<file path="config.mk">
export PLATFORM = sky130hd
export DESIGN_NAME = fan_command_scheduler
export DESIGN_NICKNAME = d
export VERILOG_FILES = /design/src/rtl/fan_command_scheduler.sv
export SDC_FILE = /design/constraint.sdc
export NUM_CORES = 1
export LEC_CHECK = 0
export ABC_AREA = 1
export BUFFER_PORTS_ARGS = -buffer_cell sky130_fd_sc_hd__buf_2
export CORE_ASPECT_RATIO = 1.25
export CORE_MARGIN = 2
export CORE_UTILIZATION = 45
export DETAILED_ROUTE_END_ITERATION = 8
export PLACE_DENSITY = 0.72
export SYNTH_ARGS = -nofsm -noshare
export SYNTH_HDL_FRONTEND = slang
export SYNTH_SLANG_ARGS = --single-unit
</file>
<file path="constraint.sdc">
create_clock -name ref_clk -period 2 [get_ports ref_clk]
set_clock_uncertainty 0.2 [all_clocks]
set_input_delay 0.2 -clock ref_clk [delete_from_list [all_inputs] [get_ports ref_clk]]
set_output_delay 0.2 -clock ref_clk [all_outputs]
set_load 0.01 [all_outputs]
</file>
<file path="src/rtl/fan_command_scheduler.sv">
// fan_command_scheduler: accepts one fan command per valid/ready handshake and
// issues REPEAT_COUNT start pulses to the packet generator. Each start reserves
// a PACKET_CYCLES window followed by a GAP_CYCLES idle RF gap. Abort requests
// let the current packet window finish, except in a gap, where they end the
// command at once.
module fan_command_scheduler #(
  parameter int unsigned REPEAT_COUNT  = 6,
  parameter int unsigned PACKET_CYCLES = 88120,
  parameter int unsigned GAP_CYCLES    = 22030,
  parameter int unsigned CTR_WIDTH     = 18
) (
  input  logic       ref_clk,
  input  logic       reset,
  input  logic       req_valid,
  input  logic [2:0] req_cmd,
  output logic       req_ready,
  input  logic       abort,
  output logic [2:0] cmd,
  output logic       start,
  output logic       busy,
  output logic       done,
  output logic       rejected
);

  typedef enum logic [1:0] {IDLE, START, SEND, GAP} state_t;

  localparam logic [CTR_WIDTH-1:0] PKT_LOAD = CTR_WIDTH'(PACKET_CYCLES - 1);
  localparam logic [CTR_WIDTH-1:0] GAP_LOAD = CTR_WIDTH'(GAP_CYCLES - 1);
  localparam logic [7:0]           REP_LOAD = 8'(REPEAT_COUNT - 1);

  state_t               state;
  logic [CTR_WIDTH-1:0] counter;
  logic [7:0]           repeats_left;
  logic                 abort_pending;

  // A request can only be taken while no command is in progress.
  always_comb begin
    req_ready = (state == IDLE);
  end

  // Command sequencer. Outputs are registered, so start is raised on the edge
  // that enters START rather than decoded from the state.
  always_ff @(posedge ref_clk or negedge reset) begin
    if (!reset) begin
      state         <= IDLE;
      counter       <= '0;
      repeats_left  <= '0;
      abort_pending <= 1'b0;
      cmd           <= '0;
      start         <= 1'b0;
      busy          <= 1'b0;
      done          <= 1'b0;
      rejected      <= 1'b0;
    end else begin
      start    <= 1'b0;
      done     <= 1'b0;
      rejected <= 1'b0;
      case (state)
        IDLE: begin
          abort_pending <= 1'b0;
          if (req_valid) begin
            if (req_cmd <= 3'd4) begin
              cmd          <= req_cmd;
              repeats_left <= REP_LOAD;
              state        <= START;
              start        <= 1'b1;
              busy         <= 1'b1;
            end else begin
              rejected <= 1'b1;
            end
          end
        end
        START: begin
          counter <= PKT_LOAD;
          state   <= SEND;
          if (abort) abort_pending <= 1'b1;
        end
        SEND: begin
          if (counter == '0) begin
            // An abort on the last window cycle still counts as pending.
            if (repeats_left == '0 || abort_pending || abort) begin
              state         <= IDLE;
              busy          <= 1'b0;
              done          <= 1'b1;
              abort_pending <= 1'b0;
            end else begin
              repeats_left <= repeats_left - 8'd1;
              counter      <= GAP_LOAD;
              state        <= GAP;
            end
          end else begin
            counter <= counter - CTR_WIDTH'(1);
            if (abort) abort_pending <= 1'b1;
          end
        end
        GAP: begin
          if (abort) begin
            state         <= IDLE;
            busy          <= 1'b0;
            done          <= 1'b1;
            abort_pending <= 1'b0;
          end else if (counter == '0) begin
            state <= START;
            start <= 1'b1;
          end else begin
            counter <= counter - CTR_WIDTH'(1);
          end
        end
        default: begin
          state <= IDLE;
          busy  <= 1'b0;
        end
      endcase
    end
  end

endmodule

</file>
==> results.cfg, run 1 <==
[run_status]
status = finished, final reports clean

[grt]
via_count_of_the_first_global_routing_pass = 2053
antenna_found_initial = 0
gr-total-overflow = 0
grt_pass1_wl_mm = 8.990
grt_start_max_net_pins = 22
overall_global_routing_resource_usage_pct = 19.85

[cts]
cts_root_buf = clkbuf_8
insertion_delay_ps = 300
cts_inserted_buffers = 5
clockBufferDepth = 2
htreeDepth = 2
clkTransAtPathRegs_ps = 80
clock-sinks = 36
cts_tree = yes

[finish]
share_of_the_core_filled_with_cells_in_the_final_layout_pct = 55.54
area_of_the_multi_input_gates_sq_um = 1331
fin_nets = 389
register_area_sq_um = 900.9
flow.area_growth_from_synthesis_pct = 19.57
final_layout_size_suffix_gt1_share_pct = 20.21
mostFrequentLayoutCells = nand2_1, dfrtp_1, nor2_1
post-route-cell-area_sq_um = 2821
n_fill_cell = 483
layout_commonest_cell = nand2_1
n_antenna_cell = 0

[detailed_routing]
ant_nets = 0
detail_route.first_pass.iterations = 6
detail_route.drc_violations = 0
drt_iter0_markers = 84
vias = 2189
detail_route.wirelength_mm = 5.307
average_via_count_per_standard_cell = 4.998
routed_wire_length_per_instance_um = 12.12

[floorplanning]
design.die.area_sq_um = 5843
initial_standard_cell_utilization_of_the_core_pct = 46.45
core_region_area_sq_um = 5080
placementRows = 29
io_pins = 15
floorplan.die.height_um = 84.96
die_x_um = 68.77

[timing]
timing.final.ws_setup_ps = 97.31
max_slew.worst_pin.slew_ps = 464.6
timing.final.crit_period_ps = 1903
relative_slew_slack_pct = 69.03
drv_slew = 0
share_of_the_cycle_needed_by_the_critical_path_after_routing_pct = 95.13
setup-violations-final = 0
grt_setup_unrepaired = yes
report.final.hold_viol_count = 0
timing.fmax_mhz = 525.6

[pwr]
cellLeakagePower_nw = 1.458
max-vdd-ir-drop_mv = 0.6225
p_per_cell_area_nw_per_um2 = 1377
fin_total_pwr_mw = 3.884

[critical_path]
criticalPathCategory = flop to flop
rr_startpoint = counter[0]
crit_path_start = counter[0]
critPathLaunchType = flop
timing.critical_path.arrival_ps = 1890
end_kind = flop
worst-path-max-fanout = 21
timing.critical_path.required_ps = 1990

[synthesis]
yosys_register_bits = 36
syn_area_per_cell_sq_um = 7.002
synth_enable_flop_cells = 0
synth_cell_type_count = 30
mappedNetlistNets = 351
syn-cell-area_sq_um = 2360
synth_ff_type = dfrtp_1
ys_seq_area_share_pct = 38.18
async_s_r_ff_share_synth_pct = 100.0
synthesis.instances = 337
synthesis_warning_total = 0

[worst_hold_path]
worstHoldPathType = input pin to flop
worstHoldStart = abort

[placement]
hpwlAfterDp_mm = 3.854
gpl.final_weighted_congestion = 0.8635
pre_cts_slack_ps = 8.555
port_buffers = 14
placement.cell_area_sq_um = 2587

[job]
max-cap-violations = 0
==> final timing paths <==
| kind | endpoint | slack, ps | depth (start not counted) |
|---|---|---|---|
| worst min register to register | cmd[0] | 310 | 1 |
| min in group asynchronous | repeats_left[1] | 180 | 2 |
| worst min-delay path | done | 20 | 3 |
| worst max-delay path | counter[6] | 100 | 12 |
| max in group asynchronous | counter[14] | 950 | 3 |
| worst max register to register | counter[6] | 100 | 12 |
==> worst max-delay path, cell delays in order, from the launching register on <==
cell     delay, ps
dfrtp_1        410
inv_2           80
ha_2           170
nand4_1        130
nor2_4         160
nand2_4         80
inv_2           80
nand2_2         60
nand2_4         70
nor2_2          50
buf_12         150
nand2_1         70
nand2_1         50
==> cells by family after synthesis <==
| family | synth area share, % |
|---|---|
| muxes | 1.431 |
| AOI/OAI and AO/OA | 6.363 |
| adders and majority gates | 3.711 |
| buffers and inverters | 7.051 |
| DFF | 38.18 |
| and+or+nand+nor | 39.18 |
| xor gates and xnor gates | 4.083 |
==> state kept, by name, summed over array words and instances (netlist names) <==
register / cells
cmd: 3
rejected: 1
abort_pending: 1
done: 1
state: 2
repeats_left: 8
start: 1
counter: 18
busy: 1
==> cell type report <==
type	count	share of cell area, %
well taps	62	2.749
repair buffers	37	9.933
flip-flops and latches	36	31.93
multi-input cells	262	47.18
clock inverters	2	1.242
inverters	33	4.390
clock buffers	6	2.572
==> power breakdown <==
part / internal [mW] / leakage [nW] / switching (mW)
logic: 0.836 / 0.946 / 1.22
clock network: 0.370 / 0.0552 / 0.275
registers: 0.964 / 0.457 / 0.214
==> cells in the mapped netlist (2+ instances only) <==
| cell type | number | area (sq um) |
|---|---|---|
| nor2_1 | 37 | 138.9 |
| nand2_1 | 123 | 461.7 |
| xnor2_1 | 2 | 17.52 |
| nand3_1 | 27 | 135.1 |
| nand2_4 | 3 | 33.78 |
| mux2_2 | 3 | 33.78 |
| o21ai_1 | 10 | 50.05 |
| nand2_2 | 3 | 18.77 |
| a21oi_1 | 5 | 25.02 |
| inv_1 | 29 | 108.9 |
| nor2_2 | 3 | 18.77 |
| buf_6 | 2 | 22.52 |
| or2_2 | 6 | 37.54 |
| nand4_1 | 6 | 37.54 |
| o21ai_0 | 10 | 50.05 |
| dfrtp_1 | 36 | 900.9 |
| xor2_1 | 9 | 78.83 |
| nor2_4 | 2 | 22.52 |
| nand3b_1 | 2 | 15.01 |
| inv_2 | 3 | 11.26 |
| ha_1 | 7 | 87.58 |
==> per-stage QoR <==
step / hold WS (ps) / TNS (ps) / instances
3_3_place_gp: -22.99 / 0 / 420
5_1_grt: 47.92 / -50.00 / 438
6_report: 22.07 / 0 / 438
2_1_floorplan: -295.6 / 0 / 337
3_5_place_dp: -23.06 / 0 / 420
4_1_cts: 25.17 / 0 / 433
==> layer usage <==
layer	wire, um	up-vias	global-route usage, %
met5	0	-	0
met4	134	0	7.665
met3	122	13	3.448
met2	2712	29	33.48
met1	2337	1012	24.68
li1	-	1135	-
==> repair_timing <==
item | 4_1_cts | 5_1_grt
hold buffers | 5 | 0
gates resized for setup | 0 | 14
buffers inserted | 0 | 5
hold endpoints to repair | 23 | 0
endpoints found under the setup margin | 0 | 27
Power figures use the tool's default switching activity.
==> run 2, diff against run 1 <==
--- a/config.mk
+++ b/config.mk
@@ -16,2 +16,3 @@
 export SYNTH_HDL_FRONTEND = slang
 export SYNTH_SLANG_ARGS = --single-unit
+export TNS_END_PERCENT = 20
==> constraint.sdc (replaced) <==
create_clock -name ref_clk -period 2.3 [get_ports ref_clk]
set_clock_uncertainty 0.2 [all_clocks]
set_input_delay 0.115 -clock ref_clk [delete_from_list [all_inputs] [get_ports ref_clk]]
set_output_delay 0.115 -clock ref_clk [all_outputs]
set_load 0.01 [all_outputs]
==> run 2 against run 1 <==
Fmax shrank 8.0%. Non-clock buffer count shrank 12. Clock power shrank 33%. Global-route usage shrank 0.70 points. Die area is the same. Total power shrank 23%. Critical path type unchanged. Final cell count shrank 3.0%. Sequential share of layout area grew 2.1 points. Wire length shrank 7.3%. Worst hold slack gained 230 ps. Worst setup slack gained 130 ps. Critical endpoint is now repeats_left[5].
==> results.cfg, run 2 (synthesis gave the netlist of run 1 again) <==
[run_status]
status = finished, final reports clean

[finish]
registers.top_by_ff_count = counter
largest_registers_ranked_by_flip_flop_count = counter (18), repeats_left (8), cmd (3)
mostFrequentLayoutCells = nand2_1, nor2_1, dfrtp_1
share_of_the_core_filled_with_cells_in_the_final_layout_pct = 52.12
layout_commonest_cell = nand2_1
fin_cells = 425
fin_nets = 377
final_layout_size_suffix_gt1_share_pct = 13.77
flow.area_growth_from_synthesis_pct = 12.20
largest_reg_flops = 18
n_antenna_cell = 0

[detailed_routing]
average_via_count_per_standard_cell = 4.962
detail_route.wirelength_mm = 4.922
ant_nets = 0
vias = 2109
drt_iter0_markers = 70
detail_route.drc_violations = 0
routed_wire_length_per_instance_um = 11.58
detail_route.first_pass.iterations = 4

[timing]
grt_setup_unrepaired = no
share_of_the_cycle_needed_by_the_critical_path_after_routing_pct = 89.95
report.final.hold_viol_count = 0
relative_slew_slack_pct = 45.72
timing.final.crit_period_ps = 2069
setup-violations-final = 0
setup_tns_ps = 0
drv_slew = 0
max_slew.worst_pin.slew_ps = 814.2
timing.fmax_mhz = 483.4

[grt]
grt_pass1_wl_mm = 8.707
grt_start_max_net_pins = 37
antenna_found_initial = 0
via_count_of_the_first_global_routing_pass = 2014
gr-total-overflow = 0
overall_global_routing_resource_usage_pct = 19.15

[floorplanning]
placementRows = 29
initial_standard_cell_utilization_of_the_core_pct = 46.45
design.die.area_sq_um = 5843
core_region_area_sq_um = 5080
io_pins = 15
die_x_um = 68.77
floorplan.die.height_um = 84.96

[cts]
post_cts.repair.setup_buffers = 0
cts_inserted_buffers = 5
clkTransAtPathRegs_ps = 70
insertion_delay_ps = 290
clock-sinks = 36
cts_root_buf = clkbuf_8
clockBufferDepth = 2
htreeDepth = 2
cts_tree = yes

[critical_path]
timing.critical_path.required_ps = 2260
cp-endpoint = repeats_left[5]
ff2ff_path_depth = 7
criticalPathCategory = flop to flop
reg2reg_to = repeats_left[5]
end_kind = flop
reg2reg_slack_ps = 230
worst-path-max-fanout = 13
timing.critical_path.arrival_ps = 2030
rr_startpoint = state[0]
critPathLaunchType = flop
crit_path_start = state[0]

[pwr]
max-vdd-ir-drop_mv = 0.4105
p_per_cell_area_nw_per_um2 = 1133
cellLeakagePower_nw = 1.388

[placement]
hpwlAfterDp_mm = 3.628
gpl.final_weighted_congestion = 0.8999
port_buffers = 14
placedCellCount = 411

[job]
max-cap-violations = 0

[worst_hold_path]
worstHoldPathType = input pin to asynchronous set/reset pin
## run 2: critical path, cell delays in order (launching register included)
cell and delay [ps]:
dfrtp_1 410, inv_1 110, ha_1 230, nand3_1 250
a21oi_2 260, nand2_1 280, nand2_1 130, o21ai_1 70
## run 2: worst min-delay path by stage
stage | start | end | slack (ps) | cells after the start
after floorplan | reset | abort_pending | -380 | 0
after global placement | reset | repeats_left[3] | 50 | 1
after detailed placement | reset | repeats_left[3] | 60 | 1
after CTS | reset | repeats_left[3] | 280 | 2
after global routing | abort_pending | abort_pending | 320 | 2
final | reset | repeats_left[3] | 250 | 2
## run 2: cell type report
| cell class | instances | area [sq um] |
|---|---|---|
| Fill cell | 499 | 2432 |
| Multi-Input combinational cell | 262 | 1297 |
| Sequential cell | 36 | 900.9 |
| Timing Repair Buffer | 25 | 170.2 |
| Inverter | 33 | 123.9 |
| Tap cell | 62 | 77.57 |
| Clock buffer | 6 | 72.57 |
| Clock inverter | 1 | 5.005 |
## run 2: per-layer routing
layer,track usage (%),part of all wire (%),vias to the layer above,wire length [um]
li1,-,-,1116,-
met1,24.15,45,964,2238
met2,31.99,50,21,2477
met3,3.448,2.2,8,107
met4,7.130,2.0,0,98
met5,0,0,-,0
## run 2: power by group
part,internal (mW),leakage (nW),total [mW],switching (mW)
logic,0.562,0.890,1.55,0.988
registers,0.839,0.457,1.02,0.181
clock network,0.206,0.0410,0.429,0.223
## run 2: repair_timing
item                                    in CTS  in global routing
endpoints found under the hold margin       42                  0
gates resized for setup                      1                  1
pin swaps                                    0                  0
endpoints found under the setup margin       1                  1
hold buffers                                 7                  0
## run 2: through the flow
step	hold slack, ps	setup slack [ps]	power (mW)	cell area (sq um)
4_1_cts	280.5	170.9	3.030	2648
5_1_grt	315.2	44.89	3.322	2648
2_1_floorplan	-380.6	480.6	2.233	2360
6_report	248.4	231.1	2.999	2648
3_5_place_dp	55.40	6.540	2.570	2495
3_3_place_gp	47.00	59.71	2.538	2495
==> run 3, diff against run 2 <==
- CORE_UTILIZATION: 45 -> 40
- PLACE_DENSITY: 0.72 -> unset
==> run 3 against run 2 <==
Register-to-register slack lost 20 ps. Worst setup slack got worse by 25 ps. Die area rose by 12%. Non-clock buffer count rose by 1. Sequential cell count did not move. Wire length rose by 8.0%. Critical path depth up 2. Critical path type unchanged.
==> results.cfg, run 3 (synthesis gave the netlist of run 1 again) <==
[critical_path]
ff2ff_path_depth = 9
rr_startpoint = counter[0]
crit_path_start = counter[0]
timing.critical_path.arrival_ps = 2060
worst-path-max-fanout = 13
critPathLaunchType = flop
timing.critical_path.slowest_stage_cell = dfrtp_1
end_kind = flop
timing.critical_path.required_ps = 2260
cpPeakStageDelay_ps = 400
cp_common_cell = nand2_1
criticalPathCategory = flop to flop
path_cells = inv_1 > ha_1 > nand4_1 > nor2_4 > nand2_4 > nand2_1 > nand2_1 > nand2_1 > o21ai_1

[grt]
grt_busiest_layer = met2
overall_global_routing_resource_usage_pct = 18.00
grtUsageMet2_pct = 30.83
grt_pass1_wl_mm = 9.266
grt.met3_usage_pct = 3.027
use_met1_pct = 21.81
gr-total-overflow = 0
via_count_of_the_first_global_routing_pass = 2069
antenna_found_initial = 0
grt_start_max_net_pins = 37

[timing]
drv_slew = 0
max_slew.worst_pin.slew_ps = 818.0
share_of_the_cycle_needed_by_the_critical_path_after_routing_pct = 91.02
relative_slew_slack_pct = 45.47
timing.final.crit_period_ps = 2093
report.final.hold_viol_count = 0
setup_tns_ps = 0
setup-violations-final = 0
grt_setup_unrepaired = no
timing.fmax_mhz = 477.7

[finish]
flow.area_growth_from_synthesis_pct = 14.16
registers.top_by_ff_count = counter
fin_nets = 378
layout_commonest_cell = nand2_1
n_antenna_cell = 0
largest_registers_ranked_by_flip_flop_count = counter (18), repeats_left (8), cmd (3)
area_of_the_multi_input_gates_sq_um = 1297
final_layout_size_suffix_gt1_share_pct = 14.25
n_fill_cell = 591
mostFrequentLayoutCells = nand2_1, nor2_1, dfrtp_1
register_area_sq_um = 900.9
fin_cells = 431
largest_reg_flops = 18
post-route-cell-area_sq_um = 2694

[placement]
gpl.final_weighted_congestion = 0.8187
placedCellCount = 416
placement.cell_area_sq_um = 2507
hpwlAfterDp_mm = 3.870
port_buffers = 14

[pwr]
p_per_cell_area_nw_per_um2 = 1171
max-vdd-ir-drop_mv = 0.6374
cellLeakagePower_nw = 1.403
fin_total_pwr_mw = 3.155

[run_status]
status = finished, final reports clean

[worst_hold_path]
worstHoldPathType = input pin to asynchronous set/reset pin

[detailed_routing]
drt_iter0_markers = 52
vias = 2101
routed_wire_length_per_instance_um = 12.34
detail_route.drc_violations = 0
ant_nets = 0
detail_route.wirelength_mm = 5.318
average_via_count_per_standard_cell = 4.875
detail_route.first_pass.iterations = 6

[floorplanning]
placementRows = 31
core_region_area_sq_um = 5741
die_x_um = 72.70
design.die.area_sq_um = 6534
io_pins = 15
initial_standard_cell_utilization_of_the_core_pct = 41.11
floorplan.die.height_um = 89.88

[cts]
cts_root_buf = clkbuf_8
insertion_delay_ps = 290
htreeDepth = 2
clockBufferDepth = 2
cts_tree = yes
cts_inserted_buffers = 5
clkTransAtPathRegs_ps = 80
clock-sinks = 36

[job]
max-cap-violations = 0
run 3: per-stage QoR:
stage,worst slack [ps],util [%],hold slack [ps]
CTS,170.7,46.93,282.9
global route,2.780,46.93,325.6
global placement,17.45,43.68,56.88
floorplan,480.6,-,-380.6
detailed placement,-15.03,43.68,68.83
finish,206.5,46.93,248.0
run 3: where the power goes:
group | total, mW | switching, mW | internal, mW
sequential | 1.02 | 0.185 | 0.838
combinational | 1.56 | 1.00 | 0.559
clock | 0.569 | 0.248 | 0.321
run 3: path summary, 6_finish.rpt:
| check | endpoint | slack (ps) |
|---|---|---|
| hold / removal | cmd[2] | 250 |
| max in group asynchronous | repeats_left[7] | 1130 |
| hold reg to reg | abort_pending | 290 |
| setup reg to reg | repeats_left[7] | 210 |
| min in group ref_clk | abort_pending | 290 |
| setup / recovery | repeats_left[7] | 210 |
run 3: area by class of cell:
type	instances	share of cell area [%]
Clock buffer	5	2.555
Clock inverter	3	1.579
Inverter	33	4.598
Multi-Input combinational cell	262	48.17
Sequential cell	36	33.44
Tap cell	66	3.065
Timing Repair Buffer	26	6.595
run 3: timing repair:
action / in CTS / in global routing
setup buffers: 0 / 0
hold buffers: 7 / 0
gates resized for setup: 1 / 0
hold endpoints to repair: 42 / 0
endpoints found under the setup margin: 18 / 0
run 3: worst max-delay path, delay by kind of cell (launching register included):
kind	cells	cell delay, ps
fa+ha+maj	1	200
simple gates	6	920
buf+inv	1	170
flops	1	400
compound gates	1	70
run 3: metal layers:
metal / vias to the layer above / share of wire [%]
li1: 1112 / -
met3: 12 / 2.1
met1: 948 / 44
met2: 29 / 51
met5: - / 0
met4: 0 / 2.7
